File: src/rtl/stopwatch_pkg.sv
// Shared constants for the stopwatch_timer slice.
//   MODE_UP / MODE_DOWN        : encoding of the `mode` level input.
//   SEC_MOD_DEFAULT / MIN_MOD_DEFAULT : default moduli of the two fields.
package stopwatch_pkg;

    localparam logic MODE_UP   = 1'b0;
    localparam logic MODE_DOWN = 1'b1;

    localparam int SEC_MOD_DEFAULT = 60;
    localparam int MIN_MOD_DEFAULT = 60;

endpackage

File: src/rtl/mod_field.sv
// One modulo-MOD counter field (seconds or minutes of the stopwatch).
// Ports:
//   clk, rst : clock, asynchronous active-high reset (value -> 0)
//   inc      : increment modulo MOD this cycle
//   dec      : decrement modulo MOD this cycle
//   clr      : synchronous clear to 0 (wins over inc/dec)
//   val      : registered field value
//   carry    : combinational, high when this cycle's inc wraps MOD-1 -> 0
//   borrow   : combinational, high when this cycle's dec wraps 0 -> MOD-1
// Priority inside the field: clr > inc > dec.
module mod_field #(
    parameter int MOD = 60,
    parameter int W   = $clog2(MOD)
) (
    input  logic         clk,
    input  logic         rst,
    input  logic         inc,
    input  logic         dec,
    input  logic         clr,
    output logic [W-1:0] val,
    output logic         carry,
    output logic         borrow
);

    localparam logic [W-1:0] TOP = W'(MOD - 1);

    logic [W-1:0] val_q;
    logic [W-1:0] val_d;

    always_comb begin
        val_d = val_q;
        if (clr) begin
            val_d = '0;
        end else if (inc) begin
            val_d = (val_q == TOP) ? '0 : val_q + 1'b1;
        end else if (dec) begin
            val_d = (val_q == '0) ? TOP : val_q - 1'b1;
        end
    end

    always_ff @(posedge clk or posedge rst) begin
        if (rst) begin
            val_q <= '0;
        end else begin
            val_q <= val_d;
        end
    end

    assign val    = val_q;
    assign carry  = inc && !clr && (val_q == TOP);
    assign borrow = dec && !inc && !clr && (val_q == '0);

endmodule

File: src/rtl/stopwatch_timer.sv
// Minutes:seconds stopwatch / countdown core.
// Optional feature macro: STOPWATCH_LAP_EN (adds lap_pulse / lap_active and
// display hold registers; default build has neither).
// Ports:
//   clk, rst     : clock, asynchronous active-high reset
//   tick_1hz     : one-cycle count enable
//   tick_adj     : one-cycle adjust-rate enable
//   clear_pulse  : clear both fields and expired (highest priority)
//   pause_pulse  : toggle paused
//   adj, sel     : adjust mode level; sel=1 seconds, sel=0 minutes
//   mode         : 0 count up, 1 count down
//   min_cnt, sec_cnt : displayed value
//   paused, expired, rollover : status (all registered)
//   lap_pulse, lap_active     : lap hold toggle / state (STOPWATCH_LAP_EN)
// Per-cycle priority: clear > pause > adjust > count; only one acts.
module stopwatch_timer
    import stopwatch_pkg::*;
#(
    parameter int SEC_MOD = SEC_MOD_DEFAULT,
    parameter int MIN_MOD = MIN_MOD_DEFAULT,
    parameter int SEC_W   = $clog2(SEC_MOD),
    parameter int MIN_W   = $clog2(MIN_MOD)
) (
    input  logic             clk,
    input  logic             rst,
    input  logic             tick_1hz,
    input  logic             tick_adj,
    input  logic             clear_pulse,
    input  logic             pause_pulse,
    input  logic             adj,
    input  logic             sel,
    input  logic             mode,
`ifdef STOPWATCH_LAP_EN
    input  logic             lap_pulse,
    output logic             lap_active,
`endif
    output logic [MIN_W-1:0] min_cnt,
    output logic [SEC_W-1:0] sec_cnt,
    output logic             paused,
    output logic             expired,
    output logic             rollover
);

    logic paused_q,   paused_d;
    logic expired_q,  expired_d;
    logic rollover_q, rollover_d;

    logic [SEC_W-1:0] sec_live;
    logic [MIN_W-1:0] min_live;
    logic             sec_carry, sec_borrow;
    logic             min_carry;
    // A minutes borrow would need a decrement from 00:00, which holds instead.
    logic             min_borrow_unused;

    logic ev_pause, active, adj_inc, cnt_up, cnt_down, at_zero;
    logic sec_inc, sec_dec, min_inc, min_dec;

    always_comb begin
        ev_pause = !clear_pulse && pause_pulse;
        // Ticks only act when neither clear nor pause claimed the cycle.
        active   = !clear_pulse && !pause_pulse && !paused_q;
        adj_inc  = active && adj && tick_adj;
        cnt_up   = active && !adj && tick_1hz && (mode == MODE_UP);
        cnt_down = active && !adj && tick_1hz && (mode == MODE_DOWN);
        at_zero  = (sec_live == '0) && (min_live == '0);

        // Adjust increments never carry between fields.
        sec_inc  = cnt_up || (adj_inc && sel);
        sec_dec  = cnt_down && !at_zero;
        min_inc  = (cnt_up && sec_carry) || (adj_inc && !sel);
        min_dec  = cnt_down && !at_zero && sec_borrow;
    end

    mod_field #(.MOD(SEC_MOD), .W(SEC_W)) u_sec (
        .clk    (clk),
        .rst    (rst),
        .inc    (sec_inc),
        .dec    (sec_dec),
        .clr    (clear_pulse),
        .val    (sec_live),
        .carry  (sec_carry),
        .borrow (sec_borrow)
    );

    mod_field #(.MOD(MIN_MOD), .W(MIN_W)) u_min (
        .clk    (clk),
        .rst    (rst),
        .inc    (min_inc),
        .dec    (min_dec),
        .clr    (clear_pulse),
        .val    (min_live),
        .carry  (min_carry),
        .borrow (min_borrow_unused)
    );

    always_comb begin
        paused_d   = ev_pause ? !paused_q : paused_q;
        // Minutes only carry from a count-up tick when the whole value wraps.
        rollover_d = cnt_up && min_carry;

        expired_d = expired_q;
        if (clear_pulse || adj_inc) begin
            expired_d = 1'b0;
        end else if (cnt_down && (min_live == '0) &&
                     ((sec_live == '0) || (sec_live == SEC_W'(1)))) begin
            // Either already at 00:00 (holding) or this tick lands on 00:00.
            expired_d = 1'b1;
        end
    end

    always_ff @(posedge clk or posedge rst) begin
        if (rst) begin
            paused_q   <= 1'b0;
            expired_q  <= 1'b0;
            rollover_q <= 1'b0;
        end else begin
            paused_q   <= paused_d;
            expired_q  <= expired_d;
            rollover_q <= rollover_d;
        end
    end

    assign paused   = paused_q;
    assign expired  = expired_q;
    assign rollover = rollover_q;

`ifdef STOPWATCH_LAP_EN
    logic             lap_q, lap_d;
    logic [SEC_W-1:0] disp_sec_q, disp_sec_d;
    logic [MIN_W-1:0] disp_min_q, disp_min_d;

    always_comb begin
        lap_d      = lap_q;
        disp_sec_d = disp_sec_q;
        disp_min_d = disp_min_q;
        if (clear_pulse) begin
            lap_d = 1'b0;
        end else if (lap_pulse) begin
            lap_d = !lap_q;
            // Entering the hold snapshots the value shown in this cycle.
            if (!lap_q) begin
                disp_sec_d = sec_live;
                disp_min_d = min_live;
            end
        end
    end

    always_ff @(posedge clk or posedge rst) begin
        if (rst) begin
            lap_q      <= 1'b0;
            disp_sec_q <= '0;
            disp_min_q <= '0;
        end else begin
            lap_q      <= lap_d;
            disp_sec_q <= disp_sec_d;
            disp_min_q <= disp_min_d;
        end
    end

    assign lap_active = lap_q;
    assign sec_cnt    = lap_q ? disp_sec_q : sec_live;
    assign min_cnt    = lap_q ? disp_min_q : min_live;
`else
    assign sec_cnt = sec_live;
    assign min_cnt = min_live;
`endif

endmodule

File: config.mk
export PLATFORM = sky130hd
export DESIGN_NAME = stopwatch_timer
export DESIGN_NICKNAME = d
export VERILOG_FILES = /design/src/rtl/stopwatch_pkg.sv /design/src/rtl/mod_field.sv /design/src/rtl/stopwatch_timer.sv
export SDC_FILE = /design/constraint.sdc
export NUM_CORES = 1
export LEC_CHECK = 0
export ABC_CLOCK_PERIOD_IN_PS = 2400
export CAP_MARGIN = 20
export CORE_UTILIZATION = 25
export DETAILED_ROUTE_END_ITERATION = 6
export PLACE_DENSITY = 0.48
export SYNTH_ARGS = -nofsm -noshare
export SYNTH_HDL_FRONTEND = slang
export SYNTH_SLANG_ARGS = --single-unit
File: constraint.sdc
create_clock -name clk -period 2.4 [get_ports clk]
set_input_delay 0.6 -clock clk [delete_from_list [all_inputs] [get_ports clk]]
set_output_delay 0.6 -clock clk [all_outputs]
set_load 0.005 [all_outputs]
==> Yosys cells after proc, flatten, opt, wreduce, memory -nomap -nowiden <==
Index checks and enable logic that the tools add are counted.
{ "word_totals": {"out_inout_bits": 15, "regBits": 15, "input_bits": 9} }
{ "op_classes": {"add_sub_neg": 4, "n_eq_ne": 3, "mux": 12, "reduce_logical": 41, "bitwise_logic": 1} }
{ "ops": {"columns": ["operator", "count"], "rows": [
  ["two-way mux 6 bit", 10],
  ["logical AND 1 bit", 25],
  ["adder 6 x 1 -> 6 bit, second input constant", 2],
  ["equality test 6 bit, second input constant", 2],
  ["logical NOT 6 bit", 2],
  ["subtractor 6 x 1 -> 6 bit, second input constant", 2],
  ["logical NOT 1 bit", 7],
  ["equality test 6 x 1 -> 1 bit, second input constant", 1],
  ["nonzero test 3 bit", 2],
  ["logical OR 1 bit", 4],
  ["two-way mux 1 bit", 2],
  ["nonzero test 2 bit", 1],
  ["inverter 1 bit", 1]
]} }

==> Logic depth before layout (Yosys ltp) <==
Gate-level depths: netlist (run 1).
{ "depth": {"depth_word": 15, "mapped_depth": 7, "depth_no_buf": 7} }

==> Modules after synthesis <==
A second synthesis (run 1) with hierarchy kept.
{ "unflattened": {"hier_cells": 165, "hier_area_um2": 1478.9} }
{ "modules_own_cells": {"columns": ["mod", "area_each_um2", "cells_each", "n_inst", "seq_area_each_um2"], "rows": [
  ["mod_field (u_min)", 604.3, 67, 1, 150.1],
  ["mod_field (u_sec)", 603.1, 71, 1, 150.1],
  ["stopwatch_timer", 271.5, 27, 1, 75.1]
]} }

==> Worst setup path after synthesis (run 1) <==
OpenSTA, ideal clock, no wires.
{ "synth_path": {"path_kind": "input to register", "from": "input adj", "to": "register u_min.val_q[5] (netlist: u_min.val[5])", "arrival_ns": 2.051, "cell_stages": 5, "setup_slack_ns": 0.228, "n_path_buf": 0, "cell_sequence": "or4b_4 > nor3b_2 > nand4_1 > xnor2_1 > a31o_2"} }
{ "synth_via": {"elab_chain_cells": 11, "elab_cells_between_ends": 23, "cone_classes": "mux: 2; reduce/logical: 21"} }
{ "synth_lines": {"columns": ["item", "line_no", "source"], "rows": [
  ["from (decl)", "stopwatch_timer.sv:30", "input logic adj,"],
  ["logical NOT 1 bit", "stopwatch_timer.sv:63, stopwatch_timer.sv:64", null],
  ["logical AND 1 bit (2 in series)", "stopwatch_timer.sv:63, stopwatch_timer.sv:64", null],
  ["logical AND 1 bit", "stopwatch_timer.sv:63", "cnt_up = active && !adj && tick_1hz && (mode == MODE_UP);"],
  ["logical OR 1 bit", "stopwatch_timer.sv:68", "sec_inc = cnt_up || (adj_inc && sel);"],
  ["logical AND 1 bit / logical NOT 1 bit (equally long branches)", "mod_field.sv:50, mod_field.sv:51", null],
  ["logical AND 1 bit (on tied branches)", "mod_field.sv:50, mod_field.sv:51", null],
  ["logical AND 1 bit (on tied branches)", "stopwatch_timer.sv:70, mod_field.sv:51", null],
  ["logical OR 1 bit / logical AND 1 bit (equally long branches)", "stopwatch_timer.sv:70, mod_field.sv:51", null],
  ["two-way mux 6 bit / logical AND 1 bit (equally long branches)", "mod_field.sv:34, stopwatch_timer.sv:71", null],
  ["two-way mux 6 bit / nonzero test 3 bit (equally long branches)", null, null],
  ["to (signal assigned)", "mod_field.sv:45", "val_q <= val_d;"],
  ["to (decl)", "mod_field.sv:27", "logic [W-1:0] val_q;"]
]} }
Several ways; a longest one is shown, not always the timed one.
A chain may end at the register's enable or synchronous reset.

==> Worst setup path in the final report (run 1) <==
{ "layout_path": {"from": "input tick_1hz", "to": "register u_min.val_q[0] (netlist: u_min.val[0])"} }
{ "layout_via": {"elab_chain_cells": 9, "elab_cells_between_ends": 17, "cone_classes": "mux: 2; reduce/logical: 15"} }
{ "layout_lines": {"columns": ["item", "line_no", "source"], "rows": [
  ["from (decl)", "stopwatch_timer.sv:26", "input logic tick_1hz,"],
  ["logical AND 1 bit (*)", "stopwatch_timer.sv:63, stopwatch_timer.sv:64", null],
  ["logical AND 1 bit", "stopwatch_timer.sv:63", null],
  ["logical OR 1 bit", "stopwatch_timer.sv:68", null],
  ["logical AND 1 bit / logical NOT 1 bit (equally long branches)", "mod_field.sv:50, mod_field.sv:51", null],
  ["logical AND 1 bit (on tied branches)", "mod_field.sv:50, mod_field.sv:51", null],
  ["logical AND 1 bit (on tied branches)", "stopwatch_timer.sv:70, mod_field.sv:51", null],
  ["logical OR 1 bit / logical AND 1 bit (equally long branches)", "stopwatch_timer.sv:70, mod_field.sv:51", null],
  ["two-way mux 6 bit / logical AND 1 bit (equally long branches)", "mod_field.sv:34, stopwatch_timer.sv:71", null],
  ["two-way mux 6 bit / nonzero test 3 bit (equally long branches)", null, null]
]} }
Mark *: on every way between the ends. The rest lies on a longest branch, timed or not.

==> metrics list, run 1 <==
- Multiplexer area fraction after synthesis: 3.801%
- Number of global-route vias before repair: 1565
- The most critical setup path has its startpoint at tick_1hz.
- Most frequent standard cell in the layout excluding fill and tap cells: sky130_fd_sc_hd__buf_4
- By area, the combinational part of the netlist is dominated by simple AND/OR/NAND/NOR gates.
- For the worst setup path, the data arrival time is 2.49 ns.
* Final RePlAce weighted congestion: 0.8537
* Footprint of the multi-input gates: 944.7 sq um
- In this run the tool buffered the top-level ports with 23 buffer cells.
- Path category of the worst min-delay check: reg2reg
- In the synthesized netlist the async set-or-reset flop fraction comes to 100.0%.
- After detailed routing, the average wire length per cell comes to 14.67 microns.
- Number of synthesized flops with an enable pin: 0
* Final period demand of the worst path: 2.328 ns
- Synth top area cells: sky130_fd_sc_hd__dfrtp_1, sky130_fd_sc_hd__ha_1, sky130_fd_sc_hd__a21oi_1
* Number of clock sinks: 15
* Wire length of the first global-routing pass: 7521 microns
* Count of fill cells added during filler insertion: 544
- Clock insertion delay at the later pin of the skew report: 0.25 ns
- The number of hold buffers added after CTS was 0.
- Die Footprint: 5832 sq um
* Reg clk slew, reported paths: 0.07 ns
* Number of nets at the end of the flow: 235
- Reg-to-reg slack, setup: 0.24 ns
* VDD IR max: 0.2646 mV
* Worst hold margin: 0.5204 ns
* Clock root cell: sky130_fd_sc_hd__clkbuf_8
* Die boundary width: 76.37 microns
- In the synthesized netlist the dominant register cell turns out to be sky130_fd_sc_hd__dfrtp_1.
- Setup repair after global routing left no endpoint under its margin.
- In this run the cell area measured after placement is 1916 sq um.
- Buffers inserted during clock tree synthesis total 3.
* Most frequent cells in the layout: sky130_fd_sc_hd__buf_4, sky130_fd_sc_hd__clkdlybuf4s50_1, sky130_fd_sc_hd__dfrtp_1
- Register area share after synthesis: 27.15%
* Routed Wire Length: 4226 microns
- For the worst setup path, the data required time is 2.56 ns.
- The worst register-to-register path ends at u_sec.val[3].
- The cell area that synthesis handed to floorplanning was 1383 sq um.
- Across the run, the number of max-cap violations was 0.
- Summed over all nets, the half-perimeter wirelength after detailed placement is 3325 microns.
* Layout-stage area growth over the synthesis result: 43.26%
- Clock skew on the completed layout was measured at 0.005463 ns.
- Highest clock frequency the design can meet: 0.4295 GHz
- Final count of hold timing violations: 0
* Placeable core region: 5205 sq um
* Per-instance average area after synthesis: 8.482 sq um
- For the pin with the worst max-slew slack, the measured transition is 0.6477 ns.
- First-pass DRT Iterations: 4
- Number of slew-limit violations in the final report: 0
* Antenna cells: 0
* Ports placed on the boundary: 24
* Worst-case clock buffer depth: 2
- Area share of fa/ha/maj cells after synthesis: 6.335%
- In this run the number of H-tree levels came out at 1.
- The number of nets in the synthesized netlist is 179.
* Y dimension of the die: 76.37 microns
- In the post-route analysis, the smallest setup slack over all paths is 0.07171 ns.
- Entering global routing, the biggest net connects 16 pins.
- Parity-gate share of the synthesized area counting xor and xnor cells: 2.534%
- FF+latch count, synth: 15
- Fraction of final layout cells with drive strength greater than 1: 22.48%
- Leakage component of the power: 0.8319 nW
* R2R cell count: 8
* Number of standard cells after synthesis: 163
- Critical Path Start Type: input pin
- The biggest area contributor in the post-synthesis netlist is sky130_fd_sc_hd__dfrtp_1.
- TritonCTS built the clock tree.
- Yosys printed 0 warnings.
- Setup violations, final: 0
- Routed Antenna Nets: 0
- Avg Vias per Cell: 5.198
- The synthesized netlist devotes 24.16% of its cell area to compound gates.
- For this design the ratio of total power to cell area is 479.1 nW/um^2.
- Fraction of synthesized cell area taken by the top area cell type: 27.15%
- At the end of the flow the core is filled with cells to 38.05%.
- Setup Crit Path Kind: in2reg
* Type of element capturing the critical path: flop
- Summing internal, switching and leakage power gives 0.0009490 W.
* CP Max Fanout: 5
* Initial Util: 26.56%
- Relative slew slack: 56.77%
- Worst slack at placement: -0.3657 ns
- Startpoint of the worst register-to-register path: u_sec.val[0]
- Crit path to: u_min.val[0]
* Tcrit/Tclk final: 97.01%
* Row count: 26
- For this run the aggregate overflow at the end of global routing stands at 0.
* DR iter-0 viols: 127
- Remaining DRCs: 0
* Distinct cells, synth: 52
* Area of all placed cells without fillers: 1981 sq um
- Synth Area in Simple Gates: 30.68%
- The number of antenna violations at the first check in global routing came to 0.
* Routed vias: 1497
- The flow ran to the end, and the final reports show no timing, DRC or antenna violations.
- Registers take 375.4 sq um.
- Tot GR Track Use: 15.71%
-- worst min path at each step --
stage          depth (start not counted)  startpoint  slack, ns  endpoint
2_1_floorplan                          1         rst       0.50   expired
3_3_place_gp                           2     expired       0.50   expired
3_5_place_dp                           2     expired       0.51   expired
4_1_cts                                2     expired       0.53   expired
5_1_grt                                2     expired       0.55   expired
6_report                               2     expired       0.52   expired
-- routing by layer --
metal	up-vias	global-route usage [%]	share of wire (%)
li1	730	-	-
met1	716	22.64	48
met2	47	24.05	45
met3	4	2.754	6.3
met4	0	3.846	0.69
met5	-	0	0
-- sequential cells by signal, indices dropped and copies added (netlist names) --
| name | count |
|---|---|
| u_min.val | 6 |
| u_sec.val | 6 |
| expired | 1 |
| paused | 1 |
| rollover | 1 |
-- power by group --
| part | leakage, nW | internal, W | switching, W |
|---|---|---|---|
| logic | 0.603 | 0.000220 | 0.000208 |
| registers | 0.206 | 0.000277 | 0.0000298 |
| clock network | 0.0228 | 0.000118 | 0.0000965 |
| total | 0.832 | 0.000615 | 0.000334 |
-- stage by stage --
step                cells  TNS [ns]
finish                288         0
global route          288         0
CTS                   288         0
detailed placement    283    -3.567
global placement      283    -3.030
floorplan             163         0
-- final cells by class --
class,count,area share (%)
Clock buffer,4,2.274
Multi-Input combinational cell,131,47.69
Sequential cell,15,18.95
Inverter,11,2.085
Tap cell,70,4.422
Timing Repair Buffer,57,24.57
-- worst max-delay path, stage by stage --
cell and delay [ns]:
sky130_fd_sc_hd__clkdlybuf4s50_1 0.44, sky130_fd_sc_hd__or4b_4 0.51, sky130_fd_sc_hd__nor3b_4 0.22, sky130_fd_sc_hd__buf_4 0.17, sky130_fd_sc_hd__buf_4 0.11, sky130_fd_sc_hd__nand4_1 0.15
sky130_fd_sc_hd__a311oi_1 0.30
-- logic make-up after synthesis --
group | after synthesis
muxes | 5
adders and majority gates | 7
xor gates and xnor gates | 4
DFF | 15
and+or+nand+nor | 67
buffers and inverters | 17
AOI/OAI and AO/OA | 48
-- cell usage after synthesis, drive strengths merged, types with 6 or more instances --
cell,n
nor2,9
inv,11
nand2,11
ha,7
nand3,6
o21ai,8
dfrtp,15
nor3,7
or3,6
a21oi,10
-- timing repair --
item,in CTS,in global routing
gates resized for setup,5,0
pin swaps,7,1
setup endpoints to repair,9,4
hold endpoints to repair,0,0
setup buffers,1,0
cloned,0,0
No activity file was read; power rests on OpenSTA's default activity.
==> run 2: changes to the inputs <==
ABC_CLOCK_PERIOD_IN_PS = 2500   (was 2400)
CORE_MARGIN = 5   (was default)
clock period = 2.5 ns   (was 2.4 ns; I/O delays follow)
==> metrics list, run 2 (synthesized netlist as in run 1, its figures left out) <==
- In this run, CTS created clock tree buffers numbering 3.
* VDD IR max: 0.2164 mV
- Placeable core region: 5439 sq um
- Setup violations, final: 0
- Tcrit/Tclk final: 95.78%
- Fraction of final layout cells with drive strength greater than 1: 22.33%
* Y dimension of the die: 84.37 microns
- The finished layout holds 287 standard cells, fillers aside.
- Summed over all layers, the routed wires come to 4201 microns.
- The first global-routing pass estimated 6844 microns of wire.
* Run status: completed
* Fin Clk Skew: 0.003475 ns
* Critical Path Start Type: input pin
* Number of nets at the end of the flow: 232
- Core occupancy in the finished layout: 36.39%
- Setup Crit Path Kind: in2reg
- Cell Count Post-Placement: 283
* RSZ-0062 raised after global routing: no
* Max H-tree Level: 1
- During I/O placement, the number of pins put on the boundary was 24.
- For hold timing, the worst endpoint is expired.
* Count of maximum capacitance violations: 0
* Placed inst area: 1916 sq um
- Detailed routing inserted a total of 1492 vias.
* Worst-case clock buffer depth: 2
* Final global-route overflow total: 0
- Among all stages on the critical path, the largest delay is contributed by sky130_fd_sc_hd__or4b_4.
* DR iter-0 viols: 122
* Startpoint of the lowest-slack hold path: expired
- The tree is rooted in a sky130_fd_sc_hd__clkbuf_8.
- First-pass DRT Iterations: 4
- End of the worst register-to-register path: u_sec.val[3]
- IO buf count: 23
- The number of endpoints with negative hold slack in the final report is 0.
- Arrival time of the worst setup path: 2.54 ns
- STA classifies the critical path endpoint as a flop.
- Global routing used 11.66% of the available tracks across all layers.
- Worst Path Buf+Inv: 2
- Most frequent standard cell in the layout excluding fill and tap cells: sky130_fd_sc_hd__buf_4
- Relative slew slack: 57.09%
- Die boundary width: 84.37 microns
* Area of all placed cells without fillers: 1979 sq um
- The number of antenna violations at the first check in global routing is 0.
- The routed design could run at a clock period as short as 2.394 ns.
- Detailed placement finished with a half-perimeter wire length of 3261 microns.
* CP Max Fanout: 6
- Row count: 27
- Number of clock sinks: 15
- For the pin with the worst max-slew slack, the measured transition is 0.6430 ns.
- For this design the static power due to leakage is 0.8197 nW.
- Required time at the endpoint of the critical path: 2.64 ns
- The congestion estimate from routability-driven global placement came to 0.8573.
- Startpoint of the worst register-to-register path: u_sec.val[0]
- Footprint of the multi-input gates: 947.2 sq um
* Path category of the worst min-delay check: reg2reg
- Dividing total power by cell area gives a power density of 460.6 nW/um^2.
- In the routed layout, each cell is associated on average with a via count of 5.199.
* R2R cell count: 8
- The die covers 7117 sq um.
- Total Negative Setup Slacks: 0 ns
- The clock reaches the later pin of the worst-skew pair after 0.25 ns.
* Maximum number of pins on one net before global-route repair: 16
- 0 antenna diodes ended up in the layout.
- Detailed-route wire length per cell: 14.64 microns
- Count of fill cells added during filler insertion: 547
- The worst register-to-register path has a setup slack of 0.24 ns.
- In the layout the commonest cells are sky130_fd_sc_hd__buf_4, sky130_fd_sc_hd__clkdlybuf4s50_1, sky130_fd_sc_hd__dfrtp_1.
- On the critical path the largest part of the delay comes from simple AND/OR/NAND/NOR gates.
- Number of slew-limit violations in the final report: 0
- The number of global-route vias before repair was 1383.
- Initial Util: 25.42%
- Remaining DRCs: 0
- TritonCTS built the clock tree.
- Routed Antenna Nets: 0
- Traced cell by cell, the critical path runs through clkdlybuf4s50_1 -> or4b_4 -> nor3_4 -> buf_12 -> a21oi_4 -> nand2b_1 -> a311oi_1.
- Reg clk slew, reported paths: 0.07 ns
- The largest single stage delay on the critical path is 0.61 ns.
- Buffers inserted to repair hold after CTS numbered 0.
- Number of instances on the worst hold path: 2
- For this run, the top clock speed supported by timing is 0.4176 GHz.
* Area taken by flip-flops and latches: 375.4 sq um
* Worst hold margin: 0.5280 ns
* Layout-stage area growth over the synthesis result: 43.17%
## run 2: changes by cell type in the layout (fill, tap and decap cells not counted), sizes merged
cell | previous run | this run
buf | 34 | 31
clkinv | 0 | 1
clkbuf | 4 | 3
dlygate4sd2 | 2 | 0
clkdlybuf4s50 | 21 | 23
## run 2: metal layers
layer / up-vias / wire length [microns] / global-route usage, %
li1: 727 / - / -
met1: 704 / 1933 / 16.23
met2: 56 / 1951 / 18.79
met3: 5 / 272 / 1.766
met4: 0 / 44 / 3.165
met5: - / 0 / 0
## run 2: where the power goes
part / switching [W] / leakage (nW) / internal (W)
clock network: 0.000101 / 0.0255 / 0.000111
logic: 0.000201 / 0.589 / 0.000208
registers: 0.0000249 / 0.206 / 0.000266
## run 2: worst max path at each step
| stage | startpoint | slack [ns] | cells after the start | end |
|---|---|---|---|---|
| 6_report | pause_pulse | 0.11 | 7 | u_min.val[0] |
| 5_1_grt | pause_pulse | 0.02 | 7 | u_min.val[5] |
| 4_1_cts | adj | 0.02 | 6 | u_sec.val[3] |
| 3_5_place_dp | adj | -0.25 | 6 | u_sec.val[3] |
| 3_3_place_gp | adj | -0.24 | 6 | u_sec.val[3] |
| 2_1_floorplan | adj | 0.30 | 5 | u_min.val[5] |
## run 2: cell type report
type                       count  area share [%]
multi-input combinational    131           47.85
timing repair buffer          54           24.21
sequential                    15           18.96
tap                           72           4.551
clock buffer                   3           2.086
inverter                      11           2.086
clock inverter                 1          0.2528
## run 2: worst reg2reg max path, delay by kind of cell (launching register included)
family,cells,cell delay (ns)
buffers and inverters,2,0.27
DFF,1,0.39
adders and majority gates,1,0.22
and+or+nand+nor,3,1.06
AOI/OAI and AO/OA,2,0.22
## run 2: per-stage QoR
stage / total power, W / setup WS [ns]
finish: 0.0009117 / 0.1055
global route: 0.0009739 / 0.02005
CTS: 0.0009157 / 0.02135
detailed placement: 0.0007022 / -0.2482
global placement: 0.0007079 / -0.2412
floorplan: 0.0005096 / 0.3035
## run 2: repair_timing
item / 4_1_cts / 5_1_grt
setup buffers: 0 / 0
setup endpoints to repair: 0 / 7
resized for setup: 0 / 4
